File: src/rtl/debounce_pkg.sv
// Shared types for the input debouncer: per-channel FSM states and
// the synchroniser depth used by every debounce_channel instance.
package debounce_pkg;

    typedef enum logic [1:0] {
        STABLE_LO = 2'd0,
        WAIT_HI   = 2'd1,
        STABLE_HI = 2'd2,
        WAIT_LO   = 2'd3
    } deb_state_t;

    localparam int SYNC_STAGES = 2;

endpackage

File: src/rtl/debounce_channel.sv
// One debounced input: 2-flop synchroniser, counter FSM, level + edge pulses.
// Ports: i_clk, i_rst_n (async low), i_raw (async pin), o_level, o_rise, o_fall.
module debounce_channel
    import debounce_pkg::*;
#(
    parameter int unsigned DEBOUNCE_CYCLES = 500000
) (
    input  logic i_clk,
    input  logic i_rst_n,
    input  logic i_raw,
    output logic o_level,
    output logic o_rise,
    output logic o_fall
);

    localparam int CW = $clog2(DEBOUNCE_CYCLES) + 1;
    localparam logic [CW-1:0] CNT_LAST = CW'(DEBOUNCE_CYCLES - 1);
    localparam logic [CW-1:0] CNT_ONE  = CW'(1);

    logic [SYNC_STAGES-1:0] sync_q, sync_d;
    logic                   synced;
    deb_state_t             state_q, state_d;
    logic [CW-1:0]          cnt_q, cnt_d;
    logic                   level_q, level_d;
    logic                   rise_q, rise_d;
    logic                   fall_q, fall_d;

    assign sync_d = {sync_q[SYNC_STAGES-2:0], i_raw};
    assign synced = sync_q[SYNC_STAGES-1];

    always_comb begin
        state_d = state_q;
        cnt_d   = cnt_q;
        level_d = level_q;
        rise_d  = 1'b0;
        fall_d  = 1'b0;
        unique case (state_q)
            STABLE_LO: begin
                if (synced) begin
                    state_d = WAIT_HI;
                    cnt_d   = CNT_ONE;
                end
            end
            WAIT_HI: begin
                if (!synced) begin
                    state_d = STABLE_LO;
                    cnt_d   = '0;
                end else if (cnt_q == CNT_LAST) begin
                    state_d = STABLE_HI;
                    cnt_d   = '0;
                    level_d = 1'b1;
                    rise_d  = 1'b1;
                end else begin
                    cnt_d = cnt_q + CNT_ONE;
                end
            end
            STABLE_HI: begin
                if (!synced) begin
                    state_d = WAIT_LO;
                    cnt_d   = CNT_ONE;
                end
            end
            WAIT_LO: begin
                if (synced) begin
                    state_d = STABLE_HI;
                    cnt_d   = '0;
                end else if (cnt_q == CNT_LAST) begin
                    state_d = STABLE_LO;
                    cnt_d   = '0;
                    level_d = 1'b0;
                    fall_d  = 1'b1;
                end else begin
                    cnt_d = cnt_q + CNT_ONE;
                end
            end
            default: begin
                state_d = STABLE_LO;
                cnt_d   = '0;
            end
        endcase
    end

    always_ff @(posedge i_clk or negedge i_rst_n) begin
        if (!i_rst_n) begin
            sync_q  <= '0;
            state_q <= STABLE_LO;
            cnt_q   <= '0;
            level_q <= 1'b0;
            rise_q  <= 1'b0;
            fall_q  <= 1'b0;
        end else begin
            sync_q  <= sync_d;
            state_q <= state_d;
            cnt_q   <= cnt_d;
            level_q <= level_d;
            rise_q  <= rise_d;
            fall_q  <= fall_d;
        end
    end

    assign o_level = level_q;
    assign o_rise  = rise_q;
    assign o_fall  = fall_q;

endmodule

File: src/rtl/input_debouncer.sv
// Debounces the direction key and N_SW speed switches into clean levels
// and one-cycle change ticks for the divider / direction-tick consumers.
// Ports: i_clk, i_rst_n (async low), i_dir, i_sw[N_SW] (async pins);
// o_dir_level, o_dir_tick, o_sw[N_SW], o_sw_changed.
// Optional macro DEBOUNCE_LONG_PRESS_EN adds LONG_CYCLES and o_dir_long.
module input_debouncer
    import debounce_pkg::*;
#(
    parameter int unsigned DEBOUNCE_CYCLES = 500000,
    parameter int unsigned N_SW            = 4,
    parameter bit          DIR_ACTIVE_LOW  = 1'b1
`ifdef DEBOUNCE_LONG_PRESS_EN
    ,
    parameter int unsigned LONG_CYCLES     = 50000000
`endif
) (
    input  logic            i_clk,
    input  logic            i_rst_n,
    input  logic            i_dir,
    input  logic [N_SW-1:0] i_sw,
    output logic            o_dir_level,
    output logic            o_dir_tick,
    output logic [N_SW-1:0] o_sw,
    output logic            o_sw_changed
`ifdef DEBOUNCE_LONG_PRESS_EN
    ,
    output logic            o_dir_long
`endif
);

    logic            dir_raw;
    logic            dir_fall;
    logic            dir_fall_unused;
    logic [N_SW-1:0] sw_rise;
    logic [N_SW-1:0] sw_fall;

    // Inverting ahead of the synchroniser keeps the zero reset state of
    // the sync flops equal to "not pressed", so an idle key held high at
    // reset release never walks the FSM through a spurious press.
    assign dir_raw = DIR_ACTIVE_LOW ? ~i_dir : i_dir;

    debounce_channel #(
        .DEBOUNCE_CYCLES(DEBOUNCE_CYCLES)
    ) u_dir (
        .i_clk  (i_clk),
        .i_rst_n(i_rst_n),
        .i_raw  (dir_raw),
        .o_level(o_dir_level),
        .o_rise (o_dir_tick),
        .o_fall (dir_fall)
    );

    // Release edges are not reported for the key.
    assign dir_fall_unused = dir_fall;

    for (genvar g = 0; g < int'(N_SW); g++) begin : g_sw
        debounce_channel #(
            .DEBOUNCE_CYCLES(DEBOUNCE_CYCLES)
        ) u_sw (
            .i_clk  (i_clk),
            .i_rst_n(i_rst_n),
            .i_raw  (i_sw[g]),
            .o_level(o_sw[g]),
            .o_rise (sw_rise[g]),
            .o_fall (sw_fall[g])
        );
    end

    // Rise/fall are flops inside each channel, so this OR lines up with
    // the o_sw update and merges simultaneous bit changes into one pulse.
    assign o_sw_changed = |(sw_rise | sw_fall);

`ifdef DEBOUNCE_LONG_PRESS_EN
    localparam int HW = $clog2(LONG_CYCLES) + 1;
    localparam logic [HW-1:0] HOLD_LAST = HW'(LONG_CYCLES - 1);
    localparam logic [HW-1:0] HOLD_ONE  = HW'(1);

    logic [HW-1:0] hold_q, hold_d;
    logic          long_q, long_d;

    // Hold count saturates at HOLD_LAST, which limits the pulse to one
    // per press; release clears it for the next press.
    always_comb begin
        hold_d = hold_q;
        long_d = 1'b0;
        if (!o_dir_level) begin
            hold_d = '0;
        end else if (hold_q != HOLD_LAST) begin
            hold_d = hold_q + HOLD_ONE;
            long_d = (hold_d == HOLD_LAST);
        end
    end

    always_ff @(posedge i_clk or negedge i_rst_n) begin
        if (!i_rst_n) begin
            hold_q <= '0;
            long_q <= 1'b0;
        end else begin
            hold_q <= hold_d;
            long_q <= long_d;
        end
    end

    assign o_dir_long = long_q;
`endif

endmodule

File: config.mk
export PLATFORM = sky130hd
export DESIGN_NAME = input_debouncer
export DESIGN_NICKNAME = d
export VERILOG_FILES = /design/src/rtl/debounce_pkg.sv /design/src/rtl/debounce_channel.sv /design/src/rtl/input_debouncer.sv
export SDC_FILE = /design/constraint.sdc
export NUM_CORES = 1
export LEC_CHECK = 0
export BUFFER_PORTS_ARGS = -buffer_cell sky130_fd_sc_hd__buf_2
export CAP_MARGIN = 10
export CORE_AREA = 2 2 122 124
export DETAILED_ROUTE_END_ITERATION = 8
export DIE_AREA = 0 0 124 126
export GPL_TIMING_DRIVEN = 0
export PLACE_DENSITY = 0.77
export SKIP_LAST_GASP = 1
export SLEW_MARGIN = 20
export SYNTH_ARGS = -nofsm -noshare
export SYNTH_HDL_FRONTEND = slang
export SYNTH_SLANG_ARGS = --single-unit
File: constraint.sdc
create_clock -name i_clk -period 2 [get_ports i_clk]
set_clock_uncertainty 0.05 [all_clocks]
set_input_delay 0.4 -clock i_clk [delete_from_list [all_inputs] [get_ports i_clk]]
set_output_delay 0.4 -clock i_clk [all_outputs]
set_load 0.02 [all_outputs]
==> summary.md <==
| Metric | Value |
|---|---|
| Status | finished, violations left |
| Violated checks | setup timing |
| CP Data Required Time | 2230 ps |
| GR Util All Layers | 22.19% |
| Routability cong. | 0.8372 |
| Hold Fails Final Rpt | 0 |
| Post-DP Area | 0.007342 mm^2 |
| Ys Warns | 0 |
| Reg-to-reg setup timing slack | -110 ps |
| Minimum clock period | 2111 ps |
| Period utilization | 105.5% |
| Global-route wire length before repair | 27550 um |
| Die height | 126 um |
| Initial Utilization | 48.87% |
| Synth Area per Inst | 9.050 um^2 |
| Reg area | 0.003363 mm^2 |
| CTS buffer count | 17 |
| Antenna Cells | 0 |
| FP Rows | 44 |
| CTS tree | yes |
| DR vias/cell | 6.181 |
| Synth Flop Type | dfrtp_1 |
| Clock-pin slew on the worst setup and hold paths | 50 ps |
| Peak supply drop | 0.6533 mV |
| Async set or reset register ratio after synthesis | 100.0% |
| Worst Setup End Kind | flip-flop |
| Die W | 124 um |
| Layout Cells excl Fill | 1034 |
| Vias in the first global route | 5738 |
| Post-Synthesis Cell Area | 0.006995 mm^2 |
| Slew margin rel. | 53.26% |
| Layout cells sized above 1 | 21.88% |
| Critical path peak fanout | 5 |
| H-tree levels | 4 |
| GRT busiest layer | met2 |
| Worst hold path type | in -> reg |
| DRC viols | 0 |
| Final instance area | 0.008748 mm^2 |
| Max_cap viols | 0 |
| Clk sinks | 134 |
| Distinct cells, synth | 60 |
| RSZ-0062 raised after global routing | true |
| IO Pins | 14 |
| Register area share after synthesis | 47.93% |
| Detailed placement HPWL | 9951 um |
| Multi-input logic area | 0.003762 mm^2 |
| Max frequency | 473.8 MHz |
| Root buf cell | clkbuf_16 |
| I/O Buffers | 13 |
| Fin util | 61.12% |
| P_leak | 3.664 nW |
| Fillers | 1145 |
| Post-route worst setup slack | -110.5 ps |
| Post-synth net total | 785 |
| Power Density | 757.6 mW/mm^2 |
| Worst hold slack | 34.16 ps |
| First-pass DRT Iterations | 5 |
| Vias | 6391 |
| Core area | 0.01431 mm^2 |
| Finish-stage setup viols | 27 |
| Worst Setup Start Kind | flip-flop |
| Grt met3 use | 5.661% |
| CP arrival | 2340 ps |
| Gr ovfl total | 0 |
| Die area | 0.01562 mm^2 |
| Remaining antenna violation count | 0 |
| Largest net degree at the start of global routing | 84 |
| Initial antenna violation count | 0 |
| Yosys reg bits | 134 |
| Fin nets | 850 |
| WS Path Type | reg -> reg |
| Pins Over Slew Limit | 0 |
| 1st-iter DRT viols | 482 |
| Number of flops mapped to enable cells by yosys | 0 |
| Clock latency on the worst-skew pair | 420 ps |
| Mapped Cells | 773 |
| Synth-to-Final Area Change | 25.06% |
| Slew @ Worst Pin | 698.6 ps |
| Met1 Use GR | 30.30% |
| Wirelength, routed | 17700 um |
| Met2 Use GR | 34.13% |
| Max Root-Sink Buffers | 2 |
| WL/cell | 17.11 um |
| Placed instance count | 971 |
[path summary, 6_finish.rpt]
kind,from,endpoint,depth (start not counted)
max,g_sw[0].u_sw.cnt_q[14]$_DFFE_PN0P_,g_sw[0].u_sw.cnt_q[17]$_DFFE_PN0P_,6
min reg2reg,g_sw[1].u_sw.sync_q[0]$_DFF_PN0_,g_sw[1].u_sw.sync_q[1]$_DFF_PN0_,0
min,i_sw[1],g_sw[1].u_sw.sync_q[0]$_DFF_PN0_,1
max reg2reg,g_sw[0].u_sw.cnt_q[14]$_DFFE_PN0P_,g_sw[0].u_sw.cnt_q[17]$_DFFE_PN0P_,6
max in group asynchronous,i_rst_n,g_sw[0].u_sw.cnt_q[14]$_DFFE_PN0P_,3
min in group asynchronous,i_rst_n,g_sw[1].u_sw.cnt_q[18]$_DFFE_PN0P_,2
[layout make-up]
type	count	area share [%]
inverter	29	1.244
clock buffer	21	5.263
buffer	32	2.789
tap	184	2.632
timing repair buffer	54	4.949
sequential	134	38.44
clock inverter	10	1.673
multi-input combinational	570	43.01
[report_power, final]
| part | leakage, nW | internal, W | total [W] | switching (W) |
|---|---|---|---|---|
| registers | 1.81 | 0.00279 | 0.00290 | 0.000110 |
| logic | 1.56 | 0.000219 | 0.000527 | 0.000308 |
| clock network | 0.294 | 0.00203 | 0.00320 | 0.00117 |
[synth_stat cells (all sizes together), types with 3 or more instances]
| cell type | count | share of area (%) |
|---|---|---|
| dfrtp | 134 | 48 |
| nand2 | 96 | 5.2 |
| a31oi | 66 | 5.9 |
| a21oi | 53 | 3.8 |
| nand3 | 50 | 3.6 |
| nor2 | 40 | 2.3 |
| o21ai | 37 | 2.6 |
| inv | 29 | 1.6 |
| clkbuf | 24 | 1.3 |
| nand4 | 22 | 2.0 |
| nor4 | 18 | 1.8 |
| buf | 16 | 1.3 |
| nor3 | 16 | 1.1 |
| nand2b | 15 | 1.3 |
| and3 | 14 | 1.3 |
| and2 | 13 | 1.2 |
| a41oi | 12 | 1.5 |
| or3 | 11 | 0.98 |
| xor2 | 11 | 1.4 |
| and4 | 10 | 1.3 |
| a22o | 9 | 1.1 |
| nor4b | 8 | 1.1 |
| or2 | 6 | 0.54 |
| ha | 5 | 0.89 |
| o211ai | 5 | 0.54 |
| a21o | 4 | 0.43 |
| o21a | 4 | 0.43 |
| o22ai | 4 | 0.36 |
| or4 | 4 | 0.54 |
| xnor2 | 4 | 0.50 |
| a22oi | 3 | 0.39 |
| and4b | 3 | 0.43 |
| or4b | 3 | 0.43 |
[sequential cells by signal, summed over array words and instances (netlist names), named ones only]
signal             count
g_sw.u_sw.cnt_q       80
u_dir.cnt_q           20
g_sw.u_sw.sync_q       8
g_sw.u_sw.o_fall       4
g_sw.u_sw.o_level      4
g_sw.u_sw.o_rise       4
g_sw.u_sw.state_q      4
u_dir.sync_q           2
u_dir.o_level          1
u_dir.o_rise           1
u_dir.state_q          1
[critical path: stages (launching register included)]
cell and delay (ps):
dfrtp_2 420, or4_4 560, nor4_4 370, a21oi_4 140, buf_6 170, a41oi_1 200
a31oi_1 60
[through the flow]
stage	setup slack, ps	setup TNS (ps)	total power, W
2_1_floorplan	12.51	0	0.003165
3_3_place_gp	-1336	-193310	0.003302
3_5_place_dp	-369.9	-17740	0.003323
4_1_cts	-37.60	-238.4	0.006589
5_1_grt	-192.8	-3641	0.006872
6_report	-110.5	-919.2	0.006628
[cell families (layout without fill, tap and decap cells)]
logic type	count (synthesis)	after routing	share of synthesized area, %
AO/OA/AOI/OAI	211	211	18.83
XOR/XNOR	15	15	1.878
adder cells (fa/ha/maj)	5	5	0.8943
buffers and inverters	69	146	4.185
flip-flops	134	134	47.93
multiplexers	3	3	0.4471
AND/OR/NAND/NOR	336	336	25.83
[cell usage in the layout (no fill, tap or decap), drive strengths merged, types with 5 or more instances in the layout]
cell type | synthesis | final
inv | 29 | 31
nand3 | 50 | 50
nand2b | 15 | 15
ha | 5 | 5
nor3 | 16 | 16
and4 | 10 | 10
dfrtp | 134 | 134
or2 | 6 | 6
a31oi | 66 | 66
or3 | 11 | 11
xor2 | 11 | 11
buf | 16 | 70
nor2 | 40 | 40
a22o | 9 | 9
and2 | 13 | 13
a41oi | 12 | 12
a21oi | 53 | 53
nand4 | 22 | 22
o21ai | 37 | 37
nor4b | 8 | 8
and3 | 14 | 14
nor4 | 18 | 18
clkbuf | 24 | 36
nand2 | 96 | 96
o211ai | 5 | 5
[per-layer routing]
metal	routed length, um	vias to the layer above	share of wire (%)
met4	332	0	1.9
met2	8782	210	50
li1	-	3007	-
met5	0	-	0
met1	7757	3138	44
met3	823	36	4.7
[timing repair]
action,in CTS,in global routing
hold endpoints to repair,51,0
buffers inserted,22,15
hold buffers,1,0
endpoints found under the setup margin,90,100
gates cloned,2,0
gates resized for setup,60,69
pin swaps,17,30
(Power assumes the default switching activity.)
